`config.mk`:
```
export PLATFORM = sky130hd
export DESIGN_NAME = abh_ext
export DESIGN_NICKNAME = d
export VERILOG_FILES = /design/src/rtl/abh_ext.sv
export SDC_FILE = /design/constraint.sdc
export NUM_CORES = 1
export LEC_CHECK = 0
export BUFFER_PORTS_ARGS = -buffer_cell sky130_fd_sc_hd__buf_2
export CAP_MARGIN = 40
export CORE_ASPECT_RATIO = 0.75
export CORE_MARGIN = 10
export CORE_UTILIZATION = 56
export DETAILED_ROUTE_END_ITERATION = 10
export PLACE_DENSITY_LB_ADDON = 0.12
export SKIP_LAST_GASP = 1
export SLEW_MARGIN = 20
export SYNTH_ARGS = -nofsm -noshare
export SYNTH_HDL_FRONTEND = slang
export SYNTH_SLANG_ARGS = --single-unit
```
`constraint.sdc`:
```
create_clock -name clk -period 5.2 [get_ports clk]
set_input_delay 1.04 -clock clk [delete_from_list [all_inputs] [get_ports clk]]
set_output_delay 1.04 -clock clk [all_outputs]
set_load 0.05 [all_outputs]
```
`src/rtl/abh_ext.sv`:
```
// rtl/abh_ext.sv - address-bus-high unit with deferred carry, hold and page-cross counter
module abh_ext #(
  parameter int                WIDTH       = 8,
  parameter int                DEFER_CARRY = 0,
  parameter logic [WIDTH-1:0]  ZP_PAGE     = '0,
  parameter logic [WIDTH-1:0]  STACK_PAGE  = WIDTH'(1),
  parameter logic [WIDTH-1:0]  VEC_PAGE    = '1,
  parameter logic [WIDTH-1:0]  RESET_PAGE  = '1,
  parameter int                CNT_W       = 16
) (
  input  logic              clk,
  input  logic              rst,
  input  logic              CI,
  input  logic [WIDTH-1:0]  DB,
  input  logic [3:0]        op,
  input  logic              ld_pc,
  input  logic              inc_pc,
  input  logic              hold,
  output logic [WIDTH-1:0]  ADH,
  output logic [WIDTH-1:0]  ABH,
  output logic [WIDTH-1:0]  PCH,
  output logic              stall,
  output logic              page_cross,
  output logic [CNT_W-1:0]  pc_count
);

  typedef enum logic {S_NORMAL, S_FIXUP} state_t;

  localparam logic [WIDTH-1:0] ONE      = WIDTH'(1);
  localparam logic [CNT_W-1:0] CNT_ONE  = CNT_W'(1);
  localparam logic [CNT_W-1:0] CNT_MAX  = '1;

  state_t           state;
  state_t           state_nxt;
  logic [WIDTH-1:0] abh_q;
  logic [WIDTH-1:0] pch_q;
  logic [WIDTH-1:0] base;
  logic [WIDTH-1:0] page_adh;
  logic [WIDTH-1:0] adh_c;
  logic             computed;
  logic             stall_c;
  logic             cross_c;
  logic             pcross_q;
  logic [CNT_W-1:0] cnt_q;

  assign computed = (op[3:2] == 2'b10);

  // Base operand for the computed page.
  always_comb begin
    base = abh_q;
    unique case (op[1:0])
      2'b00:   base = abh_q;
      2'b01:   base = abh_q + {WIDTH{1'b1}};
      2'b10:   base = pch_q;
      default: base = DB;
    endcase
  end

  // Page select; in deferred mode the carry is left out here and added in FIXUP.
  always_comb begin
    page_adh = ZP_PAGE;
    unique case (op[3:2])
      2'b00:   page_adh = ZP_PAGE;
      2'b01:   page_adh = STACK_PAGE;
      2'b10:   page_adh = (DEFER_CARRY != 0) ? base : base + WIDTH'(CI);
      default: page_adh = VEC_PAGE;
    endcase
  end

  // Next state, next ABH, stall and crossing detection; hold parks everything.
  always_comb begin
    state_nxt = state;
    adh_c     = abh_q;
    stall_c   = 1'b0;
    cross_c   = 1'b0;
    if (!hold) begin
      if (DEFER_CARRY == 0) begin
        adh_c   = page_adh;
        cross_c = computed && CI;
      end else if (state == S_FIXUP) begin
        adh_c     = abh_q + ONE;
        state_nxt = S_NORMAL;
        cross_c   = 1'b1;
      end else begin
        adh_c = page_adh;
        if (computed && CI) begin
          stall_c   = 1'b1;
          state_nxt = S_FIXUP;
        end
      end
    end
  end

  // State register.
  always_ff @(posedge clk or posedge rst) begin
    if (rst) begin
      state <= S_NORMAL;
    end else if (!hold) begin
      state <= state_nxt;
    end
  end

  // Address-high register and crossing pulse.
  always_ff @(posedge clk or posedge rst) begin
    if (rst) begin
      abh_q    <= RESET_PAGE;
      pcross_q <= 1'b0;
    end else if (!hold) begin
      abh_q    <= adh_c;
      pcross_q <= cross_c;
    end
  end

  // Program counter high loads from the registered ABH, optionally incremented.
  always_ff @(posedge clk or posedge rst) begin
    if (rst) begin
      pch_q <= '0;
    end else if (!hold && ld_pc) begin
      pch_q <= abh_q + WIDTH'(inc_pc);
    end
  end

  // Saturating count of crossing pulses.
  always_ff @(posedge clk or posedge rst) begin
    if (rst) begin
      cnt_q <= '0;
    end else if (!hold && pcross_q && (cnt_q != CNT_MAX)) begin
      cnt_q <= cnt_q + CNT_ONE;
    end
  end

  assign ADH        = adh_c;
  assign ABH        = abh_q;
  assign PCH        = pch_q;
  assign stall      = stall_c;
  assign page_cross = pcross_q;
  assign pc_count   = cnt_q;

endmodule

```
==> metrics.txt, run 1 <==
floorplan row count=19; Slew Limit Fails=0; overall power=0.000918 W; Post-synth EDFFs=0; Synth cell types=49; Worst Reg-to-Reg Cells=9; Peak Freq=0.245 GHz; max_cap viols=0; Hold Crit Start=pc_count[15]; RSZ-0062 raised after global routing=false; status=complete, no violations; RR Endpoint=ABH[6]; grt met3 use=0.0524; count of input and output buffers=58; Vias=1744; total I/O pin count=60; # diodes=0; Gate power share=0.358; Yosys reg bits=33; Clk pwr share=0.270; beginning of the critical path=op[0]; Final ANT Viol Nets=0; Worst VDD drop=0.000418 V; mean post-synth cell area=10.1 sq um; total routed wirelength=4.93 mm; CP Launch Type=input port; Hold Crit Class=reg2reg; leak pwr=1.24 nW; Sequential Power Share=0.372; first-pass GRT wire length=8.40 mm; final std cells w/o fill=317; Layout area overhead=19.0%; Warnings, synthesis=0; clock latency on the worst-skew pair=0.28 ns; Vert. Die Dim=73.0 um; met1 Track Usage GR=0.218; NetSw=0.000372 W; fraction of layout cells with a size suffix above 1=0.340; GRT busiest layer=met1; Fin Setup TNS=0 ns; Initial Util=0.577; final clock skew=0.00698 ns; Setup-failing EPs final=0; reg-to-reg startpoint=ABH[0]; Place WS=1.12 ns; Routed WL per cell=15.6 um; cts bufs inserted=5; crit path capture type=output pin; Syn Inst Count=207; First-pass DRT Iterations=5; multi-input logic area=1150 sq um; number of global-route vias before repair=1715; clock slew at reported path FFs=0.07 ns; hold_buf cts=0; Overflow after GRT=0; total track usage=0.151; Fillers=308; Internal=0.000546 W; Crit path required time=4.16 ns; final worst-path cycle share=0.785; Clock Tree Buf Depth=2; post-synthesis sequential area ratio=0.398; grt met2 use=0.210; # DRC=0; post-route setup slack=1.12 ns; post-cts sizing count=0; CTS root buf=clkbuf_8; H-tree Lvls=2; pin count of the biggest net entering global routing=34; Die Wd=90.7 um; mapped cell area=2100 sq um; share of flip-flops with an asynchronous set or reset=1.00; # clock sinks=33; Net Count, Synth=231; core area=3640 sq um; Sequential Area=836 sq um; GPL Wtd Cong=0.799; critical path fanouts, max=14; post-CTS setup repair buffer count=0; Placement Cell Area=2380 sq um; Cells after DPL=309; Pwr Density=368 nW/um^2; initial drt markers=138; Final #Nets=288; initial antenna violation count=0; CP arrival=3.04 ns; Net Sw Frac=0.405; Via density=5.50; Crit Path Category=in2out; minimum clock period=4.08 ns; CP endpoint=ADH[6]; final instance area=2500 sq um; DP HPWL=3.85 mm; R2R setup slack=2.82 ns; Post-synth top flop=dfrtp_1; Die ar.=6620 sq um; final hold violation count=0; CTS tree=yes
[metal layers]
metal  vias to the layer above  routed length, um
met2                        69               2000
met1                       823               2540
met4                         0                 47
met5                         -                  0
li1                        845                  -
met3                         7                341
[cell usage after synthesis, drive strengths merged (5+ instances only)]
library cell,count,area share
a21oi,10,0.026
and3,5,0.015
buf,6,0.029
dfrtp,25,0.30
dfstp,8,0.10
ha,6,0.036
inv,7,0.013
mux2,5,0.027
mux2i,7,0.033
nand2,22,0.039
nand3,12,0.036
nand4,5,0.015
nor2,8,0.014
o21ai,17,0.041
xnor2,15,0.063
xor2,16,0.070
[flip-flops by register name, summed over array words and instances (netlist names)]
signal and count:
page_cross 1, ABH 8, PCH 8, pc_count 16
[per-stage QoR]
| step | utilization | hold WS, ns |
|---|---|---|
| 2_1_floorplan | - | 0.655 |
| 3_3_place_gp | 0.654 | 0.470 |
| 3_5_place_dp | 0.654 | 0.473 |
| 4_1_cts | 0.686 | 0.487 |
| 5_1_grt | 0.686 | 0.503 |
| 6_report | 0.686 | 0.486 |
[kinds of logic (layout without fill, tap and decap cells)]
group	count (synthesis)	count (layout)	synth area share
XOR/XNOR	31	31	0.133
flip-flops	33	33	0.398
multiplexers	13	13	0.0710
AND/OR/NAND/NOR	68	68	0.194
adder cells (fa/ha/maj)	6	6	0.0358
other	1	1	0.00179
buffers and inverters	17	75	0.0537
AO/OA/AOI/OAI	38	38	0.113
[critical path, stage by stage]
cell	delay [ns]
buf_2	0.28
xor2_1	0.17
nand2_1	0.06
o21ai_0	0.07
ha_1	0.21
ha_1	0.20
o2111ai_1	0.18
nor3b_2	0.25
xnor2_1	0.12
a21oi_1	0.16
buf_2	0.29
[power groups by stage]
stage	registers [W]	logic, W	clock network (W)
2_1_floorplan	0.000449	0.000149	0
3_3_place_gp	0.000343	0.000325	0
3_5_place_dp	0.000344	0.000329	0
4_1_cts	0.000340	0.000332	0.000251
5_1_grt	0.000348	0.000350	0.000262
6_report	0.000341	0.000329	0.000248
[cell type report]
cell class | count | share of cell area
well taps | 52 | 0.0261
clock buffers | 7 | 0.0346
clock inverters | 1 | 0.0120
multi-input cells | 157 | 0.461
repair buffers | 59 | 0.119
flip-flops and latches | 33 | 0.335
inverters | 8 | 0.0125
[cells in the final DEF (no fill, tap or decap), types with 2 or more instances in the layout]
master     n
a21oi_1    9
a31oi_1    2
and3_1     5
and4_1     2
buf_2     58
clkbuf_8   6
dfrtp_1   25
dfstp_2    8
ha_1       6
inv_1      7
mux2_1     2
mux2_2     3
mux2i_1    7
nand2_1   22
nand3_1    9
nand3_2    3
nand4_1    5
nor2_1     8
nor2b_1    3
nor4b_2    2
o21ai_0   13
o21ai_1    4
xnor2_1   15
xor2_1    15
[how the worst min path moves through the flow]
| stage | to | slack (ns) | depth (start not counted) |
|---|---|---|---|
| 6_report | pc_count[15] | 0.49 | 1 |
| 5_1_grt | pc_count[15] | 0.50 | 1 |
| 4_1_cts | pc_count[15] | 0.49 | 1 |
| 3_5_place_dp | pc_count[15] | 0.47 | 1 |
| 3_3_place_gp | pc_count[10] | 0.47 | 1 |
| 2_1_floorplan | ABH[1] | 0.65 | 2 |
No activity file was read; power rests on OpenSTA's default activity.
==> run 2: changes to the inputs <==
--- a/config.mk
+++ b/config.mk
@@ -9,7 +9,7 @@
 export CAP_MARGIN = 40
 export CORE_ASPECT_RATIO = 0.75
 export CORE_MARGIN = 10
-export CORE_UTILIZATION = 56
+export CORE_UTILIZATION = 47
 export DETAILED_ROUTE_END_ITERATION = 10
 export PLACE_DENSITY_LB_ADDON = 0.12
 export SKIP_LAST_GASP = 1
==> constraint.sdc (replaced) <==
create_clock -name clk -period 3.4 [get_ports clk]
set_input_delay 0.68 -clock clk [delete_from_list [all_inputs] [get_ports clk]]
set_output_delay 0.68 -clock clk [all_outputs]
set_load 0.05 [all_outputs]
==> metrics.txt, run 2 (synthesis gave the netlist of run 1 again) <==
max_cap viols=0; First-pass DRT Iterations=4; Core Util, Final=0.616; final clock skew=0.00674 ns; Place WS=0.173 ns; Slew Limit Headroom=0.666; total routed wirelength=5.25 mm; most common cell after layout, fill and taps aside=buf_2; CP Launch Type=register; Pwr Density=553 nW/um^2; Final #Nets=292; H-tree Lvls=2; Vias=1697; final hold violation count=0; overall power=0.00143 W; Layout area overhead=22.8%; highest-count cells in the layout ignoring fill and taps=54 x buf_2, 25 x dfrtp_1, 22 x nand2_1; Die ar.=7560 sq um; GPL Wtd Cong=0.820; Slew Limit Fails=0; pin count of the biggest net entering global routing=34; Fillers=369; CP arrival=2.60 ns; Overflow after GRT=0; Routed WL per cell=16.2 um; clock latency on the worst-skew pair=0.28 ns; fraction of layout cells with a size suffix above 1=0.364; CP max stage delay=0.53 ns; crit path capture type=output pin; Final ANT Viol Nets=0; post-route setup slack=0.116 ns; clock slew at reported path FFs=0.07 ns; initial drt markers=88; total I/O pin count=60; Peak Freq=0.305 GHz; status=complete, no violations; CTS tree=yes; Hold Slack=0.474 ns; Internal=0.000846 W; worst slew pin tran=0.499 ns; Crit Path Category=reg2out; # diodes=0; Clock Tree Buf Depth=2; core area=4180 sq um; Net Sw Frac=0.407; Gate power share=0.372; final worst-path cycle share=0.966; initial antenna violation count=0; floorplan row count=20; total track usage=0.137; Setup-failing EPs final=0; number of flip-flops in the largest register=16; Via density=5.24; critical path fanouts, max=3; Sequential Power Share=0.362; Initial Util=0.502; RSZ-0062 raised after global routing=false; minimum clock period=3.28 ns; CP Buf/Inv Count=3; Crit path required time=2.72 ns; number of global-route vias before repair=1667; CTS root buf=clkbuf_8; Fin Setup TNS=0 ns; # DRC=0; CP delay by family, top=flip-flops; Die Wd=97.2 um; DP HPWL=4.13 mm; Vert. Die Dim=77.9 um; leak pwr=1.27 nW; Worst VDD drop=0.000385 V; hold_buf cts=0; Hold Crit Class=in2async; Clk pwr share=0.266; first-pass GRT wire length=8.54 mm; Critical Path, Cell by Cell=inv_1 -> ha_1 -> inv_1 -> mux4_2 -> ha_1 -> o2111ai_2 -> nor3b_2 -> xnor2_1 -> a21oi_2 -> buf_6; # clock sinks=33; slowest cell on the critical path=dfstp_2; count of input and output buffers=58; cts bufs inserted=5; NetSw=0.000580 W
-- run 2: layer usage --
layer  vias to the layer above  global-route usage  share of wire
met2                        57               0.193           0.40
met3                         6              0.0496          0.078
met5                         -                   0              0
met1                       786               0.192           0.51
li1                        848                   -              -
met4                         0              0.0353          0.010
-- run 2: path summary, 6_finish.rpt --
path / cells past startpoint / to / start / slack [ns]
hold / removal: 3 / pc_count[9] / rst / 0.47
hold reg to reg: 1 / pc_count[10] / pc_count[10] / 0.49
setup reg to reg: 9 / ABH[6] / ABH[0] / 1.15
min in group clk: 1 / pc_count[10] / pc_count[10] / 0.49
max in group asynchronous: 3 / ABH[1] / rst / 2.59
setup / recovery: 10 / ADH[6] / ABH[0] / 0.12
-- run 2: layout make-up --
type / instances / area (sq um) / share of cell area
clock buffers: 7 / 86.3 / 0.0335
multi-input cells: 157 / 1180 / 0.458
clock inverters: 1 / 30.0 / 0.0117
inverters: 8 / 31.3 / 0.0121
well taps: 55 / 68.8 / 0.0267
repair buffers: 63 / 345 / 0.134
flip-flops and latches: 33 / 836 / 0.324
-- run 2: power by group through the flow --
stage | clock [W] | sequential, W | combinational, W
after global routing | 0.000402 | 0.000527 | 0.000565
after CTS | 0.000388 | 0.000515 | 0.000527
after detailed placement | 0 | 0.000528 | 0.000511
final | 0.000380 | 0.000516 | 0.000530
after global placement | 0 | 0.000526 | 0.000505
after floorplan | 0 | 0.000687 | 0.000231
-- run 2: worst reg2reg max path, cell delays in order (launching register included) --
cell       delay [ns]
dfstp_2          0.53
inv_1            0.06
ha_1             0.28
inv_1            0.03
mux4_2           0.48
ha_1             0.25
o2111ai_2        0.09
nor3b_2          0.08
xnor2_1          0.25
a21oi_1          0.11
-- run 2: timing repair --
action                                  in CTS  in global routing
buffers inserted                             2                  0
resized for setup                            2                  7
endpoints found under the setup margin       3                  4
pin swaps                                    1                  2
-- run 2: through the flow --
step	instances	instance area (sq um)
final	324	2580
after global routing	324	2580
after CTS	324	2550
after detailed placement	314	2410
after global placement	314	2410
after floorplan	207	2110
==> run 3: changes to the inputs <==
--- a/config.mk
+++ b/config.mk
@@ -10,7 +10,9 @@
 export CORE_ASPECT_RATIO = 0.75
 export CORE_MARGIN = 10
 export CORE_UTILIZATION = 47
+export CTS_CLUSTER_SIZE = 14
 export DETAILED_ROUTE_END_ITERATION = 10
+export MAX_ROUTING_LAYER = met4
 export PLACE_DENSITY_LB_ADDON = 0.12
 export SKIP_LAST_GASP = 1
 export SLEW_MARGIN = 20
==> metrics.txt, run 3 (synthesis gave the netlist of run 1 again) <==
Hold Slack=0.475 ns; Clock Tree Buf Depth=2; number of global-route vias before repair=1661; CTS root buf=clkbuf_8; total I/O pin count=60; max_cap viols=0; first-pass GRT wire length=8.58 mm; floorplan row count=20; DP HPWL=4.13 mm; Routed WL per cell=16.3 um; Vias=1706; final hold violation count=0; initial drt markers=75; highest-count cells in the layout ignoring fill and taps=54 x buf_2, 25 x dfrtp_1, 22 x nand2_1; total routed wirelength=5.29 mm; cts bufs inserted=5; crit path capture type=output pin; # DRC=0; Sequential Area=836 sq um; critical path fanouts, max=3; Cells after DPL=314; Setup-failing EPs final=0; First-pass DRT Iterations=4; Pwr Density=554 nW/um^2; Peak Freq=0.305 GHz; CP arrival=2.60 ns; most common cell after layout, fill and taps aside=buf_2; RSZ-0062 raised after global routing=false; Die ar.=7560 sq um; Via density=5.27; clock slew at reported path FFs=0.07 ns; count of input and output buffers=58; post-route setup slack=0.116 ns; Vert. Die Dim=77.9 um; final instance area=2580 sq um; CTS tree=yes; Place WS=0.173 ns; H-tree Lvls=2; Core Util, Final=0.616; Final ANT Viol Nets=0; fraction of layout cells with a size suffix above 1=0.364; Crit Path Category=reg2out; Overflow after GRT=0; Initial Util=0.502; Hold Crit Class=in2async; Slew Limit Fails=0; Die Wd=97.2 um; GPL Wtd Cong=0.832; total track usage=0.142; core area=4180 sq um; Placement Cell Area=2410 sq um; final std cells w/o fill=324; pin count of the biggest net entering global routing=34; CP Launch Type=register; Fillers=369; leak pwr=1.27 nW; minimum clock period=3.28 ns; # diodes=0; # clock sinks=33; Worst VDD drop=0.000387 V; final clock skew=0.00693 ns; number of flip-flops in the largest register=16; Layout area overhead=22.8%; R2R setup slack=1.15 ns; initial antenna violation count=0; multi-input logic area=1180 sq um; Crit path required time=2.72 ns; final worst-path cycle share=0.966; Final #Nets=292; status=complete, no violations; clock latency on the worst-skew pair=0.28 ns
run 3: layer usage:
| layer | global-route usage | up-vias | wire length, um |
|---|---|---|---|
| li1 | - | 847 | - |
| met1 | 0.204 | 785 | 2750 |
| met2 | 0.191 | 68 | 2160 |
| met3 | 0.0354 | 6 | 332 |
| met4 | 0.0353 | 0 | 57 |
| met5 | - | - | 0 |
run 3: area by class of cell:
cell class / instances / area share
multi-input combinational: 157 / 0.458
inverter: 8 / 0.0121
clock inverter: 1 / 0.0117
timing repair buffer: 63 / 0.134
tap: 55 / 0.0267
clock buffer: 7 / 0.0335
sequential: 33 / 0.324
run 3: where the power goes:
group          switching, W  internal (W)
clock              0.000141      0.000239
sequential        0.0000642      0.000452
combinational      0.000376      0.000155
total              0.000581      0.000846
run 3: critical path, stage by stage, from the launching register on:
cell       delay [ns]
dfstp_2          0.53
inv_1            0.06
ha_1             0.28
inv_1            0.03
mux4_2           0.48
ha_1             0.25
o2111ai_2        0.09
nor3b_2          0.08
xnor2_1          0.25
a21oi_2          0.09
buf_6            0.17
run 3: final timing paths:
kind / startpoint / end / cells past startpoint
max: ABH[0] / ADH[6] / 10
min: rst / pc_count[9] / 3
max reg2reg: ABH[0] / ABH[6] / 9
min reg2reg: pc_count[10] / pc_count[10] / 1
max in group asynchronous: rst / ABH[0] / 3
min in group clk: pc_count[10] / pc_count[10] / 1
run 3: timing repair:
| action | 4_1_cts | 5_1_grt |
|---|---|---|
| hold buffers | 0 | 0 |
| endpoints found under the setup margin | 3 | 4 |
| gates resized for setup | 2 | 7 |
| pin swaps | 1 | 2 |
| setup buffers | 2 | 0 |
run 3: metrics by stage:
step	total power, W	TNS (ns)
after floorplan	0.000918	-0.0863
after detailed placement	0.00104	0
after CTS	0.00143	0
after global placement	0.00103	0
final	0.00143	0
after global routing	0.00149	0
